$ cat src/rtl/viterbi_pkg.sv
// viterbi_pkg: shared definitions for the K=3 convolutional encoder and the
// Viterbi decoder datapath (ACS, branch metrics, traceback).
package viterbi_pkg;

  localparam int K        = 3;
  localparam int TAIL_LEN = K - 1;

  // Generator taps, MSB = newest bit u, then s1, then s0.
  localparam logic [K-1:0] G0 = 3'b111;
  localparam logic [K-1:0] G1 = 3'b101;

  // Trellis state {s1,s0}; s1 is the most recent information bit.
  typedef logic [K-2:0] trellis_state_t;

  // Encoder control states.
  typedef enum logic [1:0] {
    IDLE = 2'd0,
    DATA = 2'd1,
    TAIL = 2'd2
  } enc_fsm_t;

  // Channel symbol {g0,g1}.
  typedef struct packed {
    logic g0;
    logic g1;
  } symbol_t;

endpackage

$ cat src/rtl/conv_enc_branch.sv
// conv_enc_branch: one trellis branch, (state, u) -> (symbol, next state).
// Purely combinational so the decoder side can reuse it as a reference.
module conv_enc_branch
  import viterbi_pkg::*;
(
  input  logic           u,
  input  trellis_state_t state,
  output symbol_t        sym,
  output trellis_state_t next_state
);

  // Shift-register window {u, s1, s0}.
  logic [K-1:0] window;
  logic [1:0]   sym_bits;

  assign window = {u, state};

  // Each output bit is the parity of the window masked by its generator;
  // sym_bits[1] carries g0, sym_bits[0] carries g1.
  genvar gi;
  generate
    for (gi = 0; gi < 2; gi++) begin : g_tap
      localparam logic [K-1:0] GEN = (gi == 0) ? G0 : G1;
      assign sym_bits[1-gi] = ^(window & GEN);
    end
  endgenerate

  assign sym        = symbol_t'(sym_bits);
  assign next_state = window[K-1:1];

endmodule

$ cat src/rtl/conv_enc_k3.sv
// conv_enc_k3: rate-1/2, K=3 convolutional encoder (G0=7, G1=5) with
// valid/ready framing, a single-stage output register and optional
// two-bit zero tail per frame (TERM_EN).
// Build option: define CONV_ENC_STATS_EN to add the frame_cnt / sym_cnt
// statistics outputs.
module conv_enc_k3
  import viterbi_pkg::*;
#(
  parameter bit TERM_EN = 1'b1
) (
  input  logic       clk,
  input  logic       rst,
  input  logic       in_valid,
  output logic       in_ready,
  input  logic       in_bit,
  input  logic       in_last,
  output logic       out_valid,
  input  logic       out_ready,
  output logic [1:0] out_sym,
  output logic       out_last,
  output logic       out_tail,
  output logic [1:0] enc_state,
  output logic       busy
`ifdef CONV_ENC_STATS_EN
  ,
  output logic [15:0] frame_cnt,
  output logic [15:0] sym_cnt
`endif
);

  enc_fsm_t       fsm_reg;
  trellis_state_t enc_state_reg;
  logic [1:0]     tail_cnt_reg;
  logic           out_valid_reg;
  symbol_t        out_sym_reg;
  logic           out_last_reg;
  logic           out_tail_reg;

  logic           out_load;
  logic           in_accept;
  logic           branch_u;
  symbol_t        branch_sym;
  trellis_state_t branch_next;

  // The output register may take a new symbol when empty or being drained.
  assign out_load  = !out_valid_reg || out_ready;
  // rst gates in_ready so nothing is offered while reset is held.
  assign in_ready  = !rst && ((fsm_reg == IDLE) || (fsm_reg == DATA)) && out_load;
  assign in_accept = in_valid && in_ready;

  // Tail bits are always zero; otherwise the branch sees the offered bit.
  assign branch_u = (fsm_reg == TAIL) ? 1'b0 : in_bit;

  conv_enc_branch u_branch (
    .u          (branch_u),
    .state      (enc_state_reg),
    .sym        (branch_sym),
    .next_state (branch_next)
  );

  // Control FSM, trellis state and output register all advance together
  // on an output-load opportunity.
  always_ff @(posedge clk or posedge rst) begin
    if (rst) begin
      fsm_reg       <= IDLE;
      enc_state_reg <= '0;
      tail_cnt_reg  <= '0;
      out_valid_reg <= 1'b0;
      out_sym_reg   <= '0;
      out_last_reg  <= 1'b0;
      out_tail_reg  <= 1'b0;
    end else if (out_load) begin
      if (in_accept) begin
        out_valid_reg <= 1'b1;
        out_sym_reg   <= branch_sym;
        out_tail_reg  <= 1'b0;
        if (in_last && TERM_EN) begin
          fsm_reg       <= TAIL;
          enc_state_reg <= branch_next;
          tail_cnt_reg  <= '0;
          out_last_reg  <= 1'b0;
        end else if (in_last) begin
          // Unterminated frame: next frame restarts from the zero state.
          fsm_reg       <= IDLE;
          enc_state_reg <= '0;
          out_last_reg  <= 1'b1;
        end else begin
          fsm_reg       <= DATA;
          enc_state_reg <= branch_next;
          out_last_reg  <= 1'b0;
        end
      end else if (fsm_reg == TAIL) begin
        out_valid_reg <= 1'b1;
        out_sym_reg   <= branch_sym;
        out_tail_reg  <= 1'b1;
        enc_state_reg <= branch_next;
        if (tail_cnt_reg == 2'(TAIL_LEN - 1)) begin
          // Two zeros have flushed the register, so branch_next is 00 here.
          fsm_reg      <= IDLE;
          tail_cnt_reg <= '0;
          out_last_reg <= 1'b1;
        end else begin
          tail_cnt_reg <= tail_cnt_reg + 2'd1;
          out_last_reg <= 1'b0;
        end
      end else begin
        out_valid_reg <= 1'b0;
      end
    end
  end

  assign out_valid = out_valid_reg;
  assign out_sym   = out_sym_reg;
  assign out_last  = out_last_reg;
  assign out_tail  = out_tail_reg;
  assign enc_state = enc_state_reg;
  assign busy      = (fsm_reg != IDLE) || out_valid_reg;

`ifdef CONV_ENC_STATS_EN
  logic [15:0] frame_cnt_reg;
  logic [15:0] sym_cnt_reg;
  logic        restart_reg;
  logic        out_hs;

  assign out_hs = out_valid_reg && out_ready;

  // Frame counter wraps; symbol counter saturates and restarts at the first
  // handshake of the next frame, counting that handshake as symbol 1.
  always_ff @(posedge clk or posedge rst) begin
    if (rst) begin
      frame_cnt_reg <= '0;
      sym_cnt_reg   <= '0;
      restart_reg   <= 1'b0;
    end else if (out_hs) begin
      if (out_last_reg) begin
        frame_cnt_reg <= frame_cnt_reg + 16'd1;
      end
      if (restart_reg) begin
        sym_cnt_reg <= 16'd1;
      end else if (sym_cnt_reg != 16'hFFFF) begin
        sym_cnt_reg <= sym_cnt_reg + 16'd1;
      end
      restart_reg <= out_last_reg;
    end
  end

  assign frame_cnt = frame_cnt_reg;
  assign sym_cnt   = sym_cnt_reg;
`endif

endmodule

$ cat config.mk
export PLATFORM = sky130hd
export DESIGN_NAME = conv_enc_k3
export DESIGN_NICKNAME = d
export VERILOG_FILES = /design/src/rtl/viterbi_pkg.sv /design/src/rtl/conv_enc_branch.sv /design/src/rtl/conv_enc_k3.sv
export SDC_FILE = /design/constraint.sdc
export NUM_CORES = 1
export LEC_CHECK = 0
export CELL_PAD_IN_SITES_DETAIL_PLACEMENT = 2
export CELL_PAD_IN_SITES_GLOBAL_PLACEMENT = 2
export CORE_MARGIN = 2
export CORE_UTILIZATION = 38
export CTS_CLUSTER_SIZE = 14
export DETAILED_ROUTE_END_ITERATION = 7
export DONT_BUFFER_PORTS = 1
export PLACE_DENSITY = 0.75
export REMOVE_ABC_BUFFERS = 1
export SYNTH_ARGS = -nofsm -noshare
export SYNTH_HDL_FRONTEND = slang
export SYNTH_SLANG_ARGS = --single-unit
$ cat constraint.sdc
create_clock -name clk -period 2.2 [get_ports clk]
set_clock_uncertainty 0.05 [all_clocks]
set_input_delay 0.11 -clock clk [delete_from_list [all_inputs] [get_ports clk]]
set_output_delay 0.11 -clock clk [all_outputs]
set_load 0.005 [all_outputs]
Yosys cells after proc, flatten, opt, wreduce, memory -nomap -nowiden
Index checks and enable logic that the tools add are counted.
- flip-flop bits (word level): 11
- input port bits: 6
- logic and storage cells: 50
- add/subtract/negate cells: 1
- equal/unequal tests: 4
- muxes and demuxes: 20
- reductions and logical operators: 17
- operators by type and width (kind ; number):
    2-bit two-way mux ; 12
    1-bit two-way mux ; 8
    3-bit AND reduction ; 2
    2-bit nonzero test ; 3
    3-bit XOR reduction ; 2
    2-bit by 1-bit equality test with 1-bit output (second input constant) ; 2
    1-bit logical AND ; 3
    1-bit logical OR ; 3
    2-bit by 1-bit adder with 2-bit output (second input constant) ; 1
    2-bit equality test (second input constant) ; 1
    1-bit logical NOT ; 2
    2-bit logical NOT ; 1
    2-bit inequality test (second input constant) ; 1
    2-bit AND reduction ; 1

Longest topological paths before layout
- depth in word-level cells: 7
- depth in mapped cells: 4
- gate-level depth less buffers: 4

Cells and area by module
From an unflattened synthesis, not the netlist that was laid out.
- cell total of the unflattened synthesis: 45
- area, all modules: 540.5 um^2
- by module, submodules not included (module ; instances ; cells an instance ; area each (um^2) ; sequential area each (um^2)):
    conv_enc_k3 ; 1 ; 41 ; 493.0 ; 275.3
    conv_enc_branch ; 1 ; 4 ; 47.5 ; 0.0

Least setup slack after synthesis
No wires, ideal clock.
- kind: register -> register
- start point: register fsm_reg[1]
- end point: register enc_state_reg[0] (netlist: enc_state[0])
- setup time: 0.125 ns
- arrival time: 1.135 ns
- data required time: 2.025 ns
- path slack: 0.890 ns
- stages on the path, launching flop included: 4
- buffers on the path: 0
- cell sequence: dfrtp_1 and2b_4 o21ai_4 mux2_4
- cells in the longest elaborated chain, start to end: 7
- elaborated cells between the ends (all ways): 10
- those cells by class: eq/ne: 2; mux: 1; reduce/logical: 7
- ends and longest elaborated chain (what ; RTL line ; text):
    from (decl) ; conv_enc_k3.sv:31 ; enc_fsm_t fsm_reg;
    from (signal assigned) ; conv_enc_k3.sv:65 ; fsm_reg <= IDLE;
    from (signal assigned) ; conv_enc_k3.sv:78 ; fsm_reg <= TAIL;
    from (signal assigned) ; conv_enc_k3.sv:84 ; fsm_reg <= IDLE;
    2-bit by 1-bit equality test with 1-bit output or 2-bit logical NOT (tied branches) ; conv_enc_k3.sv:48 ; assign in_ready = !rst && ((fsm_reg == IDLE) || (fsm_reg == DATA)) && out_load;
    1-bit logical OR ; conv_enc_k3.sv:48 ;
    1-bit logical AND (2 in a row) ; conv_enc_k3.sv:48 ;
    1-bit logical AND ; conv_enc_k3.sv:49 ; assign in_accept = in_valid && in_ready;
    2-bit nonzero test (no source line) ; -- ;
    2-bit AND reduction (no source line) ; -- ;
    to (signal assigned) ; conv_enc_k3.sv:79 ; enc_state_reg <= branch_next;
    to (signal assigned) ; conv_enc_k3.sv:89 ; enc_state_reg <= branch_next;
    to (signal assigned) ; conv_enc_k3.sv:96 ; enc_state_reg <= branch_next;
    to (decl) ; conv_enc_k3.sv:32 ; trellis_state_t enc_state_reg;
Several ways; a longest one is shown, not always the timed one.
A chain may end at the register's enable or synchronous reset.

Worst setup path in the final report
Ends and elaborated chain as after synthesis.

==> reports/summary.txt <==
Crit. End Element: flip-flop
post-route clock period utilization: 0.640
vias in the first global route: 417
wire per inst: 17.1 um
Netlist cell types: 24
first-pass GRT wire length: 1990 um
Via Count: 392
FILL cells: 135
fin crit period: 1.41 ns
max_slew headroom: 0.706
syn avg cell area: 11.3 um^2
CTS tree: yes
worst vdd ir: 0.000517 V
area grow syn2layout: 12.0%
worst slew pin tran: 0.440 ns
Clock Root Buffer: clkbuf_4
DP Cell Count: 63
TritonCTS Sinks: 11
antenna violations before repair: 0
Nets: 61
antenna violation net count after detailed routing: 0
gp weighted congestion: 0.697
Yosys warnings: 0
Clk Latency, worst-skew pair: 0.27 ns
post-route insts no fill: 69
DRT Wirelength: 1180 um
setup ws final: 0.792 ns
critical path class: reg2reg
Setup TNS Final: 0 ns
RSZ-0062 raised after global routing: false
fin. max-slew vios: 0
Iter 0 DRT Violations: 5
R2R setup slack: 0.79 ns
CP arrival: 1.51 ns
Hold EP: enc_state[1]
PortBufs: 0
postcts setup bufs: 0
die height: 41.7 um
cell count after synthesis: 48
die area: 1740 um^2
Initial Util: 0.410
share of cells above drive strength 1: 0.167
std cell rows: 13
Hold Path Cell Cnt: 2
grt ovf: 0
Max Cap Viol: 0
R2R cell count: 3
final setup vio count: 0
FF-to-FF Start: fsm_reg[1]
Hold Crit Class: in2reg
DR vias/cell: 5.68
largest net degree at the start of global routing: 12
CP Launch Type: flip-flop
hold_ws: 0.0264 ns
mapped cell area: 541 um^2
Worst R2R End: enc_state[0]
fmax: 0.710 GHz
CTS Buffer Depth: 2
Data required, critical path: 2.30 ns
core area: 1320 um^2
crit path max fanout: 9
Post-DP HPWL: 861 um
Ports: 15
status: finished clean
Clk pin slew, worst setup/hold paths: 0.07 ns
hold_sp: in_bit
post-CTS resize count: 0
drt drc: 0
Chip Width: 41.7 um
CTS Buf Count: 3
1st-pass router iterations: 2
Post-Place Setup Slack: 0.800 ns
Yosys reg bits: 11
static leakage: 0.274 nW
sequential element share of the synthesized area: 0.509
antenna cell count: 0
total global routing track utilization: 0.159
hold-fix buffers at CTS: 2
PD cells: 1390 nW/um^2
H-Tree Depth: 1
final hold viol count: 0
[power breakdown]
part | switching (W) | total (W) | internal [W] | leakage, nW
clock network | 0.0000662 | 0.000136 | 0.0000702 | 0.0150
logic | 0.000152 | 0.000308 | 0.000156 | 0.124
registers | 0.000105 | 0.000396 | 0.000290 | 0.135
total | 0.000324 | 0.000840 | 0.000517 | 0.274
[metrics by stage]
| stage | area (um^2) | total power (W) | utilization |
|---|---|---|---|
| after floorplan | 541 | 0.000623 | - |
| after global placement | 559 | 0.000672 | 0.425 |
| after detailed placement | 559 | 0.000697 | 0.425 |
| after CTS | 606 | 0.000849 | 0.460 |
| after global routing | 606 | 0.000916 | 0.460 |
| final | 606 | 0.000840 | 0.460 |
[worst max-delay path, cell delays in order (launching register included)]
cell	delay [ns]
dfrtp_1	0.48
and2b_4	0.23
o21ai_4	0.22
mux2_4	0.32
[synth_stat cells]
library cell  instances  share of area
nand2_1               7          0.049
dfrtp_1              11           0.51
a21oi_1               3          0.028
nand3_1               1         0.0093
nand2b_1              2          0.023
xor3_1                1          0.044
nand4b_1              1          0.016
a22oi_1               1          0.014
o21ai_4               1          0.030
a22o_1                1          0.016
mux2_4                1          0.028
xor2_1                1          0.016
nor3_1                2          0.019
o21a_1                1          0.014
inv_1                 2          0.014
or3b_4                1          0.021
and2b_4               1          0.019
nor2b_1               1          0.012
nor2_1                1         0.0069
o21ai_0               4          0.037
nor2_4                1          0.021
o21ai_1               1         0.0093
or3_1                 1          0.012
nor3b_4               1          0.035
[layer usage]
metal / part of all wire / up-vias / track usage / wire, um
met4: 0.017 / 0 / 0.0774 / 20
met3: 0.093 / 2 / 0.0783 / 110
li1: - / 180 / - / -
met5: 0 / - / 0 / 0
met2: 0.49 / 20 / 0.266 / 578
met1: 0.40 / 190 / 0.163 / 471
[kinds of logic after synthesis]
| group | share of synthesized area |
|---|---|
| AOI/OAI and AO/OA | 0.148 |
| xor gates and xnor gates | 0.0602 |
| buffers and inverters | 0.0139 |
| DFF | 0.509 |
| muxes | 0.0278 |
| and+or+nand+nor | 0.241 |
[worst max-delay path by stage]
stage,from,slack [ns],depth (start not counted),endpoint
floorplan,fsm_reg[1],0.89,3,enc_state[0]
global placement,fsm_reg[1],0.85,3,enc_state[0]
detailed placement,fsm_reg[1],0.80,3,enc_state[0]
CTS,fsm_reg[1],0.80,3,enc_state[0]
global route,fsm_reg[1],0.71,4,out_sym[1]
finish,fsm_reg[1],0.79,3,enc_state[0]
[cells in the final DEF, fill, tap and decap left out, types with 2 or more instances in the layout]
cell | Yosys | layout
a21oi_1 | 3 | 3
clkbuf_4 | 0 | 3
dfrtp_1 | 11 | 11
dlygate4sd3_1 | 0 | 2
inv_1 | 2 | 2
nand2_1 | 7 | 7
nand2b_1 | 2 | 2
nor3_1 | 2 | 2
o21ai_0 | 4 | 4
[layout make-up]
| cell class | count | area, um^2 | share of cell area |
|---|---|---|---|
| tap | 15 | 18.8 | 0.0310 |
| sequential | 11 | 275 | 0.455 |
| inverter | 2 | 7.51 | 0.0124 |
| clock buffer | 4 | 26.3 | 0.0434 |
| multi-input combinational | 35 | 258 | 0.426 |
| timing repair buffer | 2 | 20.0 | 0.0331 |
No activity file was read; power rests on OpenSTA's default activity.
